==> src/rtl/psum_drain.sv <==
// psum_drain: de-skews per-column psums into aligned rows and buffers them in a FWFT FIFO.
module psum_drain #(
    parameter int NUM_COL    = 4,
    parameter int PSUM_WIDTH = 32,
    parameter int DEPTH      = 4
) (
    input  logic                          clk,
    input  logic                          rst,
    input  logic                          row_valid,
    input  logic [NUM_COL*PSUM_WIDTH-1:0] psum_in,
    output logic                          stall_req,
    output logic                          out_valid,
    input  logic                          out_ready,
    output logic [NUM_COL*PSUM_WIDTH-1:0] out_data,
    output logic [$clog2(DEPTH+1)-1:0]    fifo_level,
    output logic                          overflow
);
    localparam int W  = NUM_COL * PSUM_WIDTH;
    localparam int AW = $clog2(DEPTH);
    localparam int LW = $clog2(DEPTH + 1);
    localparam int CW = $clog2(DEPTH + NUM_COL + 1);

    logic [W-1:0]         aligned;
    logic [NUM_COL-2:0]   vsr;
    logic [W-1:0]         mem [DEPTH];
    logic [AW-1:0]        rd_ptr, wr_ptr;
    logic                 pop, push;

    // Column c arrives c cycles late, so it is held NUM_COL-1-c cycles to line up with the last column.
    genvar c;
    generate
        for (c = 0; c < NUM_COL; c++) begin : g_col
            localparam int D = NUM_COL - 1 - c;
            if (D == 0) begin : g_pass
                assign aligned[c*PSUM_WIDTH +: PSUM_WIDTH] = psum_in[c*PSUM_WIDTH +: PSUM_WIDTH];
            end else begin : g_dly
                logic [PSUM_WIDTH-1:0] sr [D];
                always_ff @(posedge clk) begin
                    if (rst) begin
                        for (int k = 0; k < D; k++) sr[k] <= '0;
                    end else begin
                        sr[0] <= psum_in[c*PSUM_WIDTH +: PSUM_WIDTH];
                        for (int k = 1; k < D; k++) sr[k] <= sr[k-1];
                    end
                end
                assign aligned[c*PSUM_WIDTH +: PSUM_WIDTH] = sr[D-1];
            end
        end
    endgenerate

    always_ff @(posedge clk) begin
        if (rst) begin
            vsr <= '0;
        end else begin
            vsr[0] <= row_valid;
            for (int k = 1; k < NUM_COL - 1; k++) vsr[k] <= vsr[k-1];
        end
    end

    assign out_valid = fifo_level != '0;
    assign out_data  = mem[rd_ptr];
    assign pop       = out_valid & out_ready;
    assign push      = vsr[NUM_COL-2] & ((fifo_level < LW'(DEPTH)) | pop);
    // Counting rows still in the deskew pipe keeps room for everything already launched.
    assign stall_req = (CW'(fifo_level) + CW'($countones(vsr))) >= CW'(DEPTH - 1);

    always_ff @(posedge clk) begin
        if (rst) begin
            rd_ptr     <= '0;
            wr_ptr     <= '0;
            fifo_level <= '0;
            overflow   <= 1'b0;
            for (int k = 0; k < DEPTH; k++) mem[k] <= '0;
        end else begin
            if (push) begin
                mem[wr_ptr] <= aligned;
                wr_ptr      <= wr_ptr + AW'(1);
            end
            if (pop) rd_ptr <= rd_ptr + AW'(1);
            fifo_level <= fifo_level + LW'(push) - LW'(pop);
            if (vsr[NUM_COL-2] & ~push) overflow <= 1'b1;
        end
    end
endmodule

==> config.mk <==
export PLATFORM = sky130hd
export DESIGN_NAME = psum_drain
export DESIGN_NICKNAME = d
export VERILOG_FILES = /design/src/rtl/psum_drain.sv
export SDC_FILE = /design/constraint.sdc
export NUM_CORES = 1
export LEC_CHECK = 0
export BUFFER_PORTS_ARGS = -buffer_cell sky130_fd_sc_hd__buf_4
export CAP_MARGIN = 20
export CORE_MARGIN = 3
export CORE_UTILIZATION = 43
export DETAILED_ROUTE_END_ITERATION = 10
export PLACE_DENSITY_LB_ADDON = 0.1
export SLEW_MARGIN = 20
export SYNTH_ARGS = -nofsm -noshare
export SYNTH_HDL_FRONTEND = slang
export SYNTH_SLANG_ARGS = --single-unit
==> constraint.sdc <==
create_clock -name clk -period 10.5 [get_ports clk]
set_clock_uncertainty 0.1 [all_clocks]
set_input_delay 2.1 -clock clk [delete_from_list [all_inputs] [get_ports clk]]
set_output_delay 2.1 -clock clk [all_outputs]
set_load 0.01 [all_outputs]
[After elaboration in Yosys (flattened, before gate mapping)]
Memory sizes are Yosys's and may differ from the RTL's. A register that Yosys moved wholly into a read port is not among the register bits.
Cells that the tools add are included.
Cells by class
  add/subtract/negate cells: 7
  order comparisons: 2
  multiplexer cells: 18
  bitwise operators: 10
  reductions and logical operators: 3
Operator list (count)
  32-bit 2-to-1 mux: 6
  128-bit 2-to-1 mux: 1
  128-bit OR reduction: 1
  32-bit OR reduction: 1
  1-bit 2-to-1 mux: 8
  2-bit 2-to-1 mux: 3
  1-bit bitwise OR: 6
  2-bit by 1-bit adder with 2-bit output, second input constant: 2
  3-bit by 3-bit adder with 4-bit output: 1
  4-bit by 2-bit >= comparator with 1-bit output, second input constant: 1
  2-bit by 1-bit adder with 3-bit output: 1
  3-bit by 1-bit adder with 3-bit output: 1
  1-bit bitwise AND: 3
  3-bit less-than comparator, second input constant: 1
  3-bit nonzero test: 1
  3-bit by 1-bit subtractor with 3-bit output: 1
  1-bit by 1-bit adder with 2-bit output: 1
  1-bit inverter: 1
Storage, ports and cells
  register bits after elaboration: 11
  bits in writable memories: 704
  input bits: 132
  memories kept: 4
Memories
  mem: words 4, bits a word 128, rd ports 1, clocked after Yosys merged registers in 1, write ports 4, RTL line 25  | logic [W-1:0] mem [DEPTH];
  g_col[0].g_dly.sr: words 3, bits a word 32, rd ports 3, clocked after Yosys merged registers in 0, write ports 3, RTL line 37  | logic [PSUM_WIDTH-1:0] sr [D];
  g_col[1].g_dly.sr: words 2, bits a word 32, rd ports 2, clocked after Yosys merged registers in 0, write ports 2, RTL line 37
  g_col[2].g_dly.sr: words 1, bits a word 32, rd ports 1, clocked after Yosys merged registers in 0, write ports 1, RTL line 37

[Depth between registers and ports, before layout]
  depth after elaboration: 9
  mapped depth: 10

[Worst setup path after synthesis]
OpenSTA, ideal clock, no wires.
  path type: input-to-reg
  from: input port out_ready
  to: memory mem[1][0] in the netlist's numbering, enable pin
  setup time: 642 ps
  arrival: 8238 ps
  data required time: 9758 ps
  path slack: 1520 ps
  stages on the path: 3
  cells stage by stage: nand2b_1 -> nand3_1 -> o21bai_1
RTL lines
  from (decl): RTL line 13  | input logic out_ready,
  to (decl): RTL line 25

==> metrics <==
fin crit share=0.5438; total number of vias=about 14,000; slew margin rel.=0.2556; Core Area=roughly 0.063 mm²; Clock power frac=0.372; Nets=around 2,100; WP data arrival=3510 ps; WL per Instance=about 21 µm; startpoint types=register; clock sink total=just over 700; Netlist cell types=35; Worst-path clk slew=roughly 60 ps; P&R area growth vs syn=18.96%; max_cap viols=0; Die Y=between 200 and 300 µm; Routability Congestion=approximately 0.74; Hold Buf Count CTS=0; CTS tree=yes; GR Overflow Total=0; initial antenna violation count=2; slowest CP cell=dfxtp_4; r2r endpoint=mem[2][40]; WP data required=8300 ps; Mean Syn Cell Area=between 15 and 20 µm²; peak supply drop=roughly 0.11 mV; switch share=0.2438; Synth Register Bits=717; final wirelength=roughly 61,000 µm; Fmax=approximately 180 MHz; Inserted Clock Buffers=76; hold path depth=1; Synth Warn #=0; H-tree depth=3; root buffer cell=clkbuf_16; I/O pin count=between 200 and 300; synthesized netlist net count=1,850; Cell Rows=just over 90; first-pass GRT wire length=just over 90,000 µm; vias in the first global route=15,070; crit-path cells=buf_4 -> buf_4 -> mux4_2 -> buf_4; Seq pwr share=0.464; Worst Setup End Kind=primary output; combinational power share=0.165; DRC=0; Post-CTS Setup Inserts=0; commonest non-fill, non-tap cell in the layout=and2_1; Worst Path Max Fanout=36; r2r startpoint=wr_ptr[1]; hold_ws=between 300 and 400 ps; outcome=finished clean; Die W=between 200 and 300 µm; Slew Limit Fails=0; Setup CP Type=reg -> out; setup TNS=0 ps; die area=between 0.06 and 0.07 mm²; initial DRC count=680; Reg2Reg Depth=3; Min-Delay Endpoint=g_col[0].g_dly.sr[0][45]; worst-margin pin slew=around 1100 ps; Setup-failing EPs final=0; Post-DRT Antenna Nets=0; worst reg-to-reg setup slack=approximately 7600 ps; DR vias/cell=4.890; Tmin final=5710 ps; static leakage=roughly 12 nW; CP dominant cell by count=buf_4; PostCTS Resize Cnt=0; HP Class=reg -> reg; Tot GR Track Use=0.1838; initial core utilization=0.4363; hold_sp=g_col[0].g_dly.sr[0][13]; switching power of the nets=roughly 0.0017 W; Buffers on Ports=265; CP max stage delay=790 ps; largest net degree at the start of global routing=79; area of the mapped netlist=between 0.02 and 0.03 mm²; Final Hold Vio Count=0; DRT Pass-1 Iters=5; ANT cells=0; RSZ-0062 raised after global routing=false; Power Density=between 200 and 250 mW/mm²; commonest non-fill, non-tap cells in the layout=and2_1 (513), edfxtp_1 (512), buf_4 (289); Mapped Cells=between 1,500 and 2,000; post-synthesis sequential area ratio=0.7038; hpwl dp=about 34,000 µm; Skew-Pair Late Insertion Delay=600 ps; cell internal pwr=0.005275 W; Clock Path Buffers=3; proportion of layout cells with a drive suffix above 1=0.2641
worst max-delay path: cells and delay by family, from the launching register on:
family | cells | cell delay, ps
buf+inv | 3 | 1440
flops | 1 | 790
mux | 1 | 640
routing by layer:
| layer | wire, µm | up-vias | part of all wire | GRT usage |
|---|---|---|---|---|
| met5 | 13 | - | 0.00021 | 0 |
| met4 | 1399 | 2 | 0.023 | 0.04889 |
| met3 | 2627 | 86 | 0.043 | 0.03253 |
| met2 | 30360 | 289 | 0.50 | 0.3084 |
| met1 | 26640 | 7120 | 0.44 | 0.2485 |
| li1 | - | 6582 | - | - |
power by group through the flow:
stage | logic [W] | registers (W) | clock network (W)
after detailed placement | 0.00118 | 0.00330 | 0
final | 0.00115 | 0.00323 | 0.00259
after global routing | 0.00123 | 0.00325 | 0.00277
after floorplan | 0.000700 | 0.00325 | 0
after global placement | 0.00118 | 0.00329 | 0
after CTS | 0.00119 | 0.00324 | 0.00266
cell families (layout without fill, tap and decap cells):
logic type,after synthesis,in the layout,synth area share
and+or+nand+nor,730,730,0.1657
adders and majority gates,7,7,0.003979
xor gates and xnor gates,3,3,0.0009496
AOI/OAI and AO/OA,11,11,0.002803
DFF,717,717,0.7038
buffers and inverters,114,436,0.01817
muxes,129,129,0.1046
synth_stat cells:
cell type	count	area (µm²)
buf_4	2	15.01
o21bai_1	2	15.01
buf_2	17	85.08
inv_1	7	26.28
nor2b_4	1	13.76
dfxtp_1	205	4104
fa_1	3	60.06
xor2_1	2	17.52
nand2b_2	1	8.760
nor2b_1	197	1232
a211oi_1	1	7.510
mux2_2	1	11.26
nor3_1	2	10.01
or3_1	2	12.51
buf_1	4	15.01
edfxtp_1	512	15370
and2_1	513	3209
nand2b_1	2	12.51
a21oi_1	2	10.01
clkbuf_2	37	185.2
or2_2	1	6.260
o31a_1	1	8.760
clkbuf_1	47	176.4
nor2_1	7	26.28
xnor2_1	1	8.760
o311ai_0	1	8.760
nor4_4	1	21.27
nand2_1	1	3.750
a21o_1	1	7.510
nor4b_4	1	23.77
ha_1	4	50.05
nand3_1	1	5.000
a41o_1	1	10.01
mux4_2	128	2883
o21ai_0	2	10.01
area by class of cell:
cell class	count	area (µm²)
multi-input cells	880	7742
flip-flops and latches	717	19490
inverters	7	26.28
well taps	846	1059
repair buffers	290	2181
clock inverters	22	210.2
fillers	5254	30500
clock buffers	117	2217
state kept, by name, indices dropped and copies added, names as in the netlist, named ones only:
signal          cells
wr_ptr              2
mem               512
fifo_level          3
g_col.g_dly.sr    192
overflow            1
vsr                 3
rd_ptr              2
worst max-delay path by stage:
stage / slack, ps / cells past startpoint / end / startpoint
3_5_place_dp: 5090 / 4 / mem[2][42] / rst
4_1_cts: 4520 / 4 / out_data[73] / register
6_report: 4790 / 4 / out_data[73] / register
2_1_floorplan: 1520 / 3 / mem[1][0] / out_ready
3_3_place_gp: 5120 / 4 / mem[2][42] / rst
5_1_grt: 4430 / 4 / out_data[65] / register
through the flow:
step,utilization,total power [W],setup WS [ps],instance area [µm²],cells
floorplan,-,0.003948,1520,27680,1711
global placement,0.4808,0.004474,5120,30490,2740
detailed placement,0.4808,0.004483,5092,30490,2740
CTS,0.5191,0.007090,4522,32920,2879
global route,0.5191,0.007258,4427,32920,2879
finish,0.5191,0.006976,4790,32920,2879
(Power assumes the default switching activity.)
